<file path="src/rtl/rx_quadro.sv">
// Serial frame receiver: start 0, LD data bits, LI instruction bits (LSB first), end marker 0.
// One bit per clk, same clock domain as the transmitter, so the line is sampled directly.
module rx_quadro #(
  parameter int LARGURA_DADO  = 4,
  parameter int LARGURA_INSTR = 4
) (
  input  logic                     clk,
  input  logic                     rst,
  input  logic                     info_entrada,
  output logic [LARGURA_DADO-1:0]  dado_rx,
  output logic [LARGURA_INSTR-1:0] instrucao_rx,
  output logic                     valido,
  output logic                     erro_quadro,
  output logic                     ocupado,
  output logic [7:0]               cont_quadros
);

  localparam int LT = LARGURA_DADO + LARGURA_INSTR;
  localparam int CW = (LT > 1) ? $clog2(LT) : 1;
  localparam logic [CW-1:0] N_ULTIMO = CW'(LT - 1);
  localparam logic [CW-1:0] N_UM     = CW'(1);

  typedef enum logic [1:0] {
    OCIOSO       = 2'd0,
    RECEBE       = 2'd1,
    FIM          = 2'd2,
    AGUARDA_ALTO = 2'd3
  } estado_t;

  estado_t                  estado_q, estado_d;
  logic [CW-1:0]            n_q, n_d;
  logic [LT-1:0]            sr_q, sr_d;
  logic [LARGURA_DADO-1:0]  dado_q, dado_d;
  logic [LARGURA_INSTR-1:0] instr_q, instr_d;
  logic                     valido_q, valido_d;
  logic                     erro_q, erro_d;
  logic                     ocupado_q, ocupado_d;
  logic [7:0]               cont_q, cont_d;

  // State and output registers; reset discards any partial frame.
  always_ff @(posedge clk or negedge rst) begin
    if (!rst) begin
      estado_q  <= OCIOSO;
      n_q       <= '0;
      sr_q      <= '0;
      dado_q    <= '0;
      instr_q   <= '0;
      valido_q  <= 1'b0;
      erro_q    <= 1'b0;
      ocupado_q <= 1'b0;
      cont_q    <= 8'd0;
    end else begin
      estado_q  <= estado_d;
      n_q       <= n_d;
      sr_q      <= sr_d;
      dado_q    <= dado_d;
      instr_q   <= instr_d;
      valido_q  <= valido_d;
      erro_q    <= erro_d;
      ocupado_q <= ocupado_d;
      cont_q    <= cont_d;
    end
  end

  // Next-state and output decode.
  always_comb begin
    estado_d = estado_q;
    n_d      = n_q;
    sr_d     = sr_q;
    dado_d   = dado_q;
    instr_d  = instr_q;
    valido_d = 1'b0;
    erro_d   = 1'b0;
    cont_d   = cont_q;
    case (estado_q)
      OCIOSO: begin
        if (!info_entrada) begin
          estado_d = RECEBE;
          n_d      = '0;
        end else begin
          estado_d = OCIOSO;
        end
      end
      RECEBE: begin
        sr_d[n_q] = info_entrada;
        if (n_q == N_ULTIMO) begin
          estado_d = FIM;
        end else begin
          n_d = n_q + N_UM;
        end
      end
      FIM: begin
        if (!info_entrada) begin
          dado_d   = sr_q[LARGURA_DADO-1:0];
          instr_d  = sr_q[LT-1:LARGURA_DADO];
          valido_d = 1'b1;
          cont_d   = cont_q + 8'd1;
          estado_d = AGUARDA_ALTO;
        end else begin
          erro_d   = 1'b1;
          estado_d = OCIOSO;
        end
      end
      AGUARDA_ALTO: begin
        // A low line after a frame is the tail of that frame, never a new start.
        if (info_entrada) begin
          estado_d = OCIOSO;
        end else begin
          estado_d = AGUARDA_ALTO;
        end
      end
      default: begin
        estado_d = OCIOSO;
      end
    endcase
    ocupado_d = (estado_d != OCIOSO);
  end

  assign dado_rx      = dado_q;
  assign instrucao_rx = instr_q;
  assign valido       = valido_q;
  assign erro_quadro  = erro_q;
  assign ocupado      = ocupado_q;
  assign cont_quadros = cont_q;

endmodule

</file>
<file path="config.mk">
export PLATFORM = sky130hd
export DESIGN_NAME = rx_quadro
export DESIGN_NICKNAME = d
export VERILOG_FILES = /design/src/rtl/rx_quadro.sv
export SDC_FILE = /design/constraint.sdc
export NUM_CORES = 1
export LEC_CHECK = 0
export ABC_AREA = 1
export BUFFER_PORTS_ARGS = -buffer_cell sky130_fd_sc_hd__buf_2
export CORE_UTILIZATION = 55
export DETAILED_ROUTE_END_ITERATION = 8
export PLACE_DENSITY = 0.89
export SYNTH_ARGS = -nofsm -noshare
export SYNTH_HDL_FRONTEND = slang
export SYNTH_SLANG_ARGS = --single-unit
</file>
<file path="constraint.sdc">
create_clock -name clk -period 3.1 [get_ports clk]
set_input_delay 0.155 -clock clk [delete_from_list [all_inputs] [get_ports clk]]
set_output_delay 0.155 -clock clk [all_outputs]
set_load 0.02 [all_outputs]
</file>
# --- Yosys cells after proc, flatten, opt, wreduce, memory -nomap -nowiden ---
# Index checks and enable logic that the tools add are counted.
totals:
  reg_bits: 32
  wordCells: 41
op_classes:
  addsub: 2
  order_cmp: 2
  n_eq_ne: 6
  n_mux: 14
  bitwise_logic: 1
  reduce_logical: 7
op_table:
  columns: ["op", "n"]
  rows:
  - ["adder 8 x 1 -> 8 bit, second input constant", 1]
  - ["bitwise mux 8 bit", 1]
  - ["two-way mux 1 bit", 6]
  - ["two-way mux 3 bit", 2]
  - ["case mux 2 bit (3 select lines)", 1]
  - ["case mux 3 bit (2 select lines)", 1]
  - ["equality test 2 bit, second input constant", 2]
  - ["< comparator 3 x 4 -> 1 bit, second input constant", 1]
  - ["two-way mux 2 bit", 2]
  - ["!= test 2 bit, second input constant", 2]
  - ["nonzero test 2 bit", 2]
  - ["adder 3 x 1 -> 3 bit, second input constant", 1]
  - ["demux 1 bit (select 3 bit)", 1]
  - ["equality test 3 bit, second input constant", 1]
  - ["greater-or-equal comparator 3 x 1 -> 1 bit, second input constant", 1]
  - ["AND reduction 3 bit", 1]
  - ["equality test 2 x 1 -> 1 bit, second input constant", 1]
  - ["logical NOT 2 bit", 1]
  - ["AND reduction 2 bit", 1]
  - ["OR reduction 2 bit", 1]
  - ["logical AND 1 bit", 1]
  - ["NOT 1 bit", 1]

# --- Depth between registers and ports, before layout ---
# Gate-level depths: netlist of the first run.
logic_depth:
  depth_word: 5
  ltp_mapped: 7
  ltp_nobuf: 7

# --- Worst setup path after synthesis of the first run ---
# No wires, ideal clock.
synth_path:
  path_type: "register -> register"
  from: "register n_q[0]"
  to: "register n_q[1]"
  setup_time_ps: 126
  arrival_ps: 1103
  t_required_ps: 2974
  setup_slack_ps: 1870
  path_stages_with_launch: 5
  n_path_buf: 0
  synth_period_minus_slack_ps: 1230
  path_cell_list: "dfrtp_1 > ha_1 > ha_1 > o21ai_1 > o21ai_0"
synth_via:
  elab_chain_cells: 3
synth_rtl:
  columns: ["item", "line", "text"]
  rows:
  - ["start: declaration", "31", "logic [CW-1:0] n_q, n_d;"]
  - ["start signal: assignment", "54", "n_q <= n_d;"]
  - ["adder 3 x 1 -> 3 bit or equality test 3 bit (tied branches)", "89, 86", null]
  - ["two-way mux 3 bit or != test 2 bit (tied branches)", null, null]
  - ["case mux 3 bit (2 select lines) or AND reduction 3 bit (tied branches)", null, null]
# Several ways; a longest one is shown, not always the timed one. The select of a mux whose other input is x is not followed.
# A chain may end at the register's enable or synchronous reset.

# --- Final worst setup path of the first run ---
layout_path:
  from: "register n_q[0]"
  to: "register n_q[0]"
# Same word-level chain as after synthesis.

==> results of run 1 <==
power by group through the flow:
| stage | Sequential, mW | Combinational [mW] | Clock [mW] |
|---|---|---|---|
| 3_5_place_dp | 0.727 | 0.630 | 0 |
| 6_report | 0.719 | 0.630 | 0.243 |
| 3_3_place_gp | 0.714 | 0.595 | 0 |
| 5_1_grt | 0.742 | 0.725 | 0.270 |
| 2_1_floorplan | 0.804 | 0.365 | 0 |
| 4_1_cts | 0.718 | 0.635 | 0.251 |
how the worst max path moves through the flow:
stage / to / start / cells past startpoint
2_1_floorplan: n_q[1] / n_q[0] / 4
3_3_place_gp: n_q[2] / n_q[0] / 4
3_5_place_dp: n_q[0] / n_q[0] / 5
4_1_cts: n_q[0] / n_q[0] / 5
5_1_grt: n_q[0] / n_q[0] / 5
6_report: n_q[0] / n_q[0] / 4
routing by layer:
metal | vias up | GRT usage, %
met3 | 6 | 6.03
met5 | - | 0
met2 | 28 | 39.5
met1 | 512 | 27.3
met4 | 0 | 14.9
li1 | 539 | -
through the flow:
stage | std cells | setup slack (ns) | hold slack [ns] | total power [mW]
after floorplan | 155 | 1.87 | -0.141 | 1.17
after global placement | 205 | 1.84 | 0.224 | 1.31
after detailed placement | 205 | 1.75 | 0.238 | 1.36
after CTS | 214 | 1.73 | 0.0803 | 1.60
after global routing | 214 | 1.62 | 0.0990 | 1.74
final | 214 | 1.73 | 0.0981 | 1.59
cell type report:
class	instances	area [µm²]
Multi-Input combinational cell	99	520
Timing Repair Buffer	22	115
Fill cell	207	831
Clock buffer	8	58.8
Inverter	23	91.3
Sequential cell	32	801
Tap cell	30	37.5
worst max-delay path, delay by kind of cell (launching register included):
| kind | cells | cell delay [ns] |
|---|---|---|
| flops | 1 | 0.48 |
| compound gates | 2 | 0.33 |
| fa+ha+maj | 2 | 0.45 |
cell families (layout without fill, tap and decap cells):
| logic type | after synthesis | after routing | share of synthesized area (%) |
|---|---|---|---|
| fa+ha+maj | 3 | 3 | 2.64 |
| buf+inv | 24 | 53 | 7.21 |
| compound gates | 17 | 17 | 5.98 |
| xor+xnor | 4 | 4 | 2.46 |
| simple gates | 75 | 75 | 25.5 |
| flops | 32 | 32 | 56.2 |
repair_timing:
item | 4_1_cts | 5_1_grt
endpoints found under the hold margin | 32 | 0
resized for setup | 0 | 0
hold buffers | 1 | 0
state kept, by name (all words and copies together), names as in the netlist:
name / cells
sr_q: 8
dado_rx: 4
erro_quadro: 1
estado_q: 2
ocupado: 1
instrucao_rx: 4
cont_quadros: 8
n_q: 3
valido: 1
placed cells by master (no fill, tap or decap):
cell type	netlist	final
buf_2	0	21
clkbuf_1	0	2
clkbuf_4	0	5
clkbuf_8	0	1
dfrtp_1	32	32
dlygate4sd3_1	0	1
ha_1	3	3
inv_1	19	19
inv_2	2	2
inv_4	2	2
nand2_1	46	46
nand2_4	3	3
nand3_1	13	13
nand3_4	1	1
nor2_1	4	4
nor2_2	5	5
nor2_4	2	2
nor3_1	1	1
o21ai_0	6	6
o21ai_1	11	11
xnor2_1	1	1
xor2_1	3	3
==> results.md, run 1 <==
- The classification of the worst setup path is reg -> reg.
- Counting flops with an async set or reset pin after synthesis yields a share of 100%.
- The mean instance size in the synthesized netlist is 9.19 µm².
- The ratio of final minimum period to clock period is 44.2%.
- The routed via count divided by cell count is 5.07.
- Walking the worst path, the cells encountered are ha_1 > ha_1 > o21ai_1 > o21ai_0.
- The worst pin sits at a relative slew slack of 53.8%.
- The area of the placeable core is 2450 µm².
- Summed over all nets, the half-perimeter wirelength after detailed placement is 1920 µm.
- The synthesized design contains 0 enable-type register cells.
- The endpoint of the worst-slack reg-to-reg timing path is n_q[0].
- The most prevalent standard cell on the critical path is ha_1.
- For the worst setup path, the data required time is 3.31 ns.
- Routed signal wires occupy layers up through met4.
- Clock tree synthesis selected as its root buffer the cell clkbuf_4.
- The die covers 2800 µm².
- Sorting the synthesized cells by how often they occur yields nand2_1 (46), dfrtp_1 (32), inv_1 (19).
- The chip width is 52.9 µm.
- The delay of the slowest critical-path stage is 0.48 ns.
- The start point of the worst min-delay path is info_entrada.
- The via count is 1085.
- For this design the top-level I/O count stands at 22.
- Per report_power, the sequential group accounts for 45.2% of the total.
- The initial antenna violation count is 0.
- The internal reg-to-reg setup slack is 1.73 ns.
- In the synthesized netlist the dominant register cell turns out to be dfrtp_1.
- TritonCTS built the clock tree.
- At the pin with the least slew margin, the transition time is 0.693 ns.
- The startpoint identified for the worst register-to-register timing path is n_q[0].
- The number of clock sinks is 32.
- The number of nets in the synthesized netlist is 161.
- The clock network accounts for 15.2% of the total power.
- The number of max-cap violations is 0.
- The number of nets with antenna violations after routing is 0.
- The share of the synthesized area in the top cell type is 56.2%.
- The relative contribution of combinational cells to total power is 39.6%.
- The largest vdd supply drop is 0.000604 V.
- The post-route cell area is 1620 µm².
- Setup repair after global routing left no endpoint under its margin.
- Row generation in the floorplan step produced 18 rows.
- The routed design has 2620 µm of wire.
- The total iterations of the first detailed-routing run is 4.
- The largest clock skew in the final design is 0.0102 ns.
- The number of buffers created by CTS is 5.
- The dominant cell by count in the synthesized netlist is nand2_1.
- The iteration-0 DRC count of the detailed router is 16.
- Measured on the finished design, the core utilization comes to 66.2%.
- The via count of the first global-routing pass came to 1112.
- Clock-pin slew was measured on the worst setup and hold paths at 0.09 ns.
- The final period demand of the worst path is 1.37 ns.
- The register bit total from synthesis is 32.
- The die is 52.9 µm tall.
- The initial cell density of the core is 58.0%.
- The endpoint of the worst hold path is ocupado.
- For this run, design rule violations remaining after detail routing come to 0.
- Synthesis instantiated 18 different standard cells from the library.
- The routed length per placed instance is 12.2 µm.
- Data arrives at the worst endpoint at 1.58 ns.
- The post-synthesis sequential area ratio is 56.2%.
- The total congestion overflow is 0.
- The cell area after synthesis is 1420 µm².
- In the synthesized netlist, the number of instances is 155.
- Relative to the synthesized area, the layout overhead comes to 14.1%.
- Summed over all nets, wire length on met3 after detailed routing comes to 100 µm.
- The worst register-to-register path has a depth of 4.
- The biggest area consumer among synthesized cells is dfrtp_1.
- The number of cells traversed by the worst hold path is 2.
- The wire length of the first global-routing pass is 4620 µm.
- After detailed routing, the wire length on met1 is 1160 µm.
- STA classifies the critical path startpoint as a flop.
- The peak fanout along the critical path is 5.
- The cell area power density is 980 nW/µm².
- The number of synthesis warnings is 0.
- The net total in the final layout is 189.
- The run finished with clean final reports.
- The total negative slack for setup checks is 0 ns.
- STA classifies the critical path endpoint as a flop.
- For this run, the total global-route usage over all layers was measured as 23.9%.
- The maximum number of pins on one net before global-route repair is 33.
- The internal power of the cells totals 0.914 mW.
- The final-report setup violation count is 0.
- Summing all placed instances gives a cell area of 1560 µm².
- The final max-slew violation count is 0.
- Summed over all nets, wire length on met2 after detailed routing comes to 1300 µm.
- For this design the static power due to leakage is 0.863 nW.
- Static timing analysis puts the maximum clock frequency at 730 MHz.
- The post-route netlist has 22.8% of its cells at a drive strength greater than 1.
- The total number of H-tree levels is 2.
- Input and output buffers added on the ports amount to 21.
- The routability congestion estimate is 0.866.
- The source-to-sink clock delay at the later pin of the worst-skew pair is 0.33 ns.
- The number of buffers inserted to repair setup after CTS is 0.
- Net switching is 42.5% of the power.
- The path class of the lowest-slack min-delay path is in -> reg.
- The slowest stage of the critical path is the dfrtp_1 cell.
- 0 antenna diodes ended up in the layout.
- The maximum root-to-sink buffer count is 2.
- Yosys attributes the largest share of cell area to dfrtp_1 (56%), nand2_1 (12%), inv_1 (5.0%).
- The net switching component of the power is 0.677 mW.
- The hold violation total from the final report is 0.
Power figures use the tool's default switching activity.
==> run 2, diff against run 1 <==
--- a/config.mk
+++ b/config.mk
@@ -7,9 +7,9 @@
 export LEC_CHECK = 0
 export ABC_AREA = 1
 export BUFFER_PORTS_ARGS = -buffer_cell sky130_fd_sc_hd__buf_2
-export CORE_UTILIZATION = 55
+export CORE_UTILIZATION = 49
 export DETAILED_ROUTE_END_ITERATION = 8
-export PLACE_DENSITY = 0.89
+export PLACE_DENSITY = 0.84
 export SYNTH_ARGS = -nofsm -noshare
 export SYNTH_HDL_FRONTEND = slang
 export SYNTH_SLANG_ARGS = --single-unit
==> constraint.sdc (replaced) <==
create_clock -name clk -period 1.2 [get_ports clk]
set_input_delay 0.06 -clock clk [delete_from_list [all_inputs] [get_ports clk]]
set_output_delay 0.06 -clock clk [all_outputs]
set_load 0.02 [all_outputs]
==> results.md, run 2 (synthesis gave the netlist of run 1 again) <==
- Status: completed (unchanged).
- The maximum frequency from static timing analysis was 862 MHz (was 730 MHz).
- The total number of H-tree levels is 2 (unchanged).
- The area occupied by multi-input gates is 563 µm² (was 520 µm²).
- The slew of the pin with the lowest slew margin is 0.263 ns (was 0.693 ns).
- The clock slew seen by the registers of the worst setup and hold paths is 0.10 ns (was 0.09 ns).
- The met3 layer wire length in the routed design was 151 µm (was 100 µm).
- The area of the placeable core is 2760 µm² (was 2450 µm²).
- The path class of the lowest-slack min-delay path was in -> reg (unchanged).
- The number of clock sinks is 32 (unchanged).
- The number of port buffers came to 21 (unchanged).
- The worst max-slew margin expressed relative to the limit is 82.4% (was 53.8%).
- The ratio of final minimum period to clock period is 96.7% (was 44.2%).
- The iteration-0 DRC count of the detailed router is 31 (was 16).
- The number of fill cells is 239 (was 207).
- The via count of the first global-routing pass is 1050 (was 1112).
- The endpoint required time on the critical path was 1.41 ns (was 3.31 ns).
- The wire length of the first global-routing pass is 4480 µm (was 4620 µm).
- The overall routing resource usage came to 19.2% (was 23.9%).
- The source of the worst register-to-register timing path is n_q[0] (unchanged).
- The TritonCTS clock tree is done (unchanged).
- Setup repair after global routing missed its margin: yes (was no).
- The source-to-sink clock delay at the later pin of the worst-skew pair is 0.33 ns (about the same).
- The total length of routed met2 wires is 1350 µm (was 1300 µm).
- The post-route cell area was 1760 µm² (was 1620 µm²).
- The arrival time at the worst endpoint is 1.37 ns (was 1.58 ns).
- The start point of the worst min-delay path is info_entrada (unchanged).
- The largest vdd supply drop is 0.00197 V (was 0.000604 V).
- The cell area power density is 2520 nW/µm² (was 980 nW/µm²).
- The standby leakage power is 0.908 nW (was 0.863 nW).
- The peak fanout along the critical path is 3 (was 5).
- The wire length after detailed routing is 2660 µm (was 2620 µm).
- The chip width was 55.9 µm (was 52.9 µm).
- The initial antenna violation count was 0 (unchanged).
- The number of nets with antenna violations after routing was 0 (unchanged).
- The routability congestion estimate is 0.856 (was 0.866).
- The placed standard-cell area was 1600 µm² (was 1560 µm²).
- The topmost layer with routed signal wires is met4 (unchanged).
- The sequential standard cell area came to 808 µm² (was 801 µm²).
- The top-level I/O count is 22 (unchanged).
- The number of remaining DRC errors came to 0 (unchanged).
- The most common library cell in the layout ignoring fill and taps is nand2_1 (unchanged).
- The classification of the worst setup path is reg -> reg (unchanged).
- The final-report setup violation count is 0 (unchanged).
- The routed length per placed instance is 11.8 µm (was 12.2 µm).
- The overall power consumption came to 4.43 mW (was 1.59 mW).
- The total die area is 3130 µm² (was 2800 µm²).
- The fraction of layout cells with a size suffix above 1 is 31.4% (was 22.8%).
- The launch point of the critical path is n_q[0] (unchanged).
- The largest clock skew in the final design is 0.0107 ns (was 0.0102 ns).
- Commonest non-fill, non-tap cells in the layout: nand2_1 (46), dfrtp_1 (26), buf_2 (21), inv_1 (19), nand3_1 (13) (was nand2_1 (46), dfrtp_1 (32), buf_2 (21), inv_1 (19), nand3_1 (13)).
- The total iterations of the first detailed-routing run is 4 (unchanged).
- The number of buffers created by CTS is 5 (unchanged).
- The via count is 1107 (was 1085).
- The final max-slew violation count was 0 (unchanged).
- The total congestion overflow came to 0 (unchanged).
- The net total in the final layout is 199 (was 189).
- The routed length on met1 is 1110 µm (was 1160 µm).
- The maximum number of pins on one net before global-route repair is 33 (unchanged).
- The area growth from synthesis to final layout is 23.6% (was 14.1%).
- The sort of element at the start of the critical path is a flop (unchanged).
- The hold violation total from the final report is 0 (unchanged).
- The type of element capturing the critical path is a flop (unchanged).
- The routed via count divided by cell count came to 4.92 (was 5.07).
- The root buffer selected by CTS was clkbuf_4 (unchanged).
- The number of diodes added for antenna fixing is 0 (unchanged).
- The floorplan die height is 55.9 µm (was 52.9 µm).
- The final period demand of the worst path was 1.16 ns (was 1.37 ns).
- The maximum root-to-sink buffer count came to 2 (unchanged).
- The number of rows in the core area is 19 (was 18).
- The detailed placement HPWL came to 1800 µm (was 1920 µm).
- The initial cell density of the core was 51.6% (was 58.0%).
- The number of max-cap violations came to 0 (unchanged).
- The final worst hold slack is 0.0172 ns (was 0.0981 ns).
-- run 2: cell types whose count changed in the layout (fill, tap and decap cells not counted), sizes merged --
cell / change
clkbuf: -1
clkinv: +1
buf: +9
dlygate4sd3: +1
-- run 2: routing by layer --
layer | track usage, % | vias up
met1 | 21.3 | 514
li1 | - | 557
met4 | 6.97 | 0
met5 | 0 | -
met3 | 6.98 | 7
met2 | 33.9 | 29
-- run 2: cell type report --
class	instances	area share (%)
Clock buffer	7	2.56
Multi-Input combinational cell	99	32.0
Clock inverter	1	0.284
Inverter	23	5.33
Sequential cell	32	45.9
Timing Repair Buffer	32	11.7
Tap cell	31	2.20
-- run 2: worst paths after layout --
path | endpoint | slack, ns | cells past startpoint
max | n_q[1] | 0.04 | 4
min | sr_q[3] | 0.02 | 3
max reg2reg | n_q[1] | 0.04 | 4
min reg2reg | dado_rx[2] | 0.48 | 2
max in group asynchronous | estado_q[1] | 0.81 | 3
min in group asynchronous | cont_quadros[2] | 0.21 | 3
-- run 2: repair_timing --
| action | CTS | global route |
|---|---|---|
| gates resized for setup | 5 | 8 |
| pin swaps | 1 | 3 |
| setup buffers | 0 | 5 |
| setup endpoints to repair | 3 | 12 |
| endpoints found under the hold margin | 32 | 1 |
| hold buffers | 1 | 1 |
-- run 2: where the power goes --
part	total, mW	internal [mW]	switching (mW)
registers	1.83	1.52	0.314
logic	2.03	0.826	1.20
clock network	0.571	0.228	0.343
total	4.43	2.57	1.86
-- run 2: stage by stage --
step                      util [%]  setup WS, ns  std cells  TNS [ns]
after floorplan                  -       0.00498        155         0
after global placement        58.1        0.0490        210         0
after detailed placement      58.1       -0.0548        210    -0.154
after CTS                     61.3      0.000135        219         0
after global routing          63.8       -0.0178        225   -0.0819
final                         63.8        0.0400        225         0
-- run 2: critical path: stages (launching register included) --
cell,delay [ns]
dfrtp_2,0.41
ha_2,0.21
ha_4,0.19
o21ai_4,0.14
o21ai_0,0.09
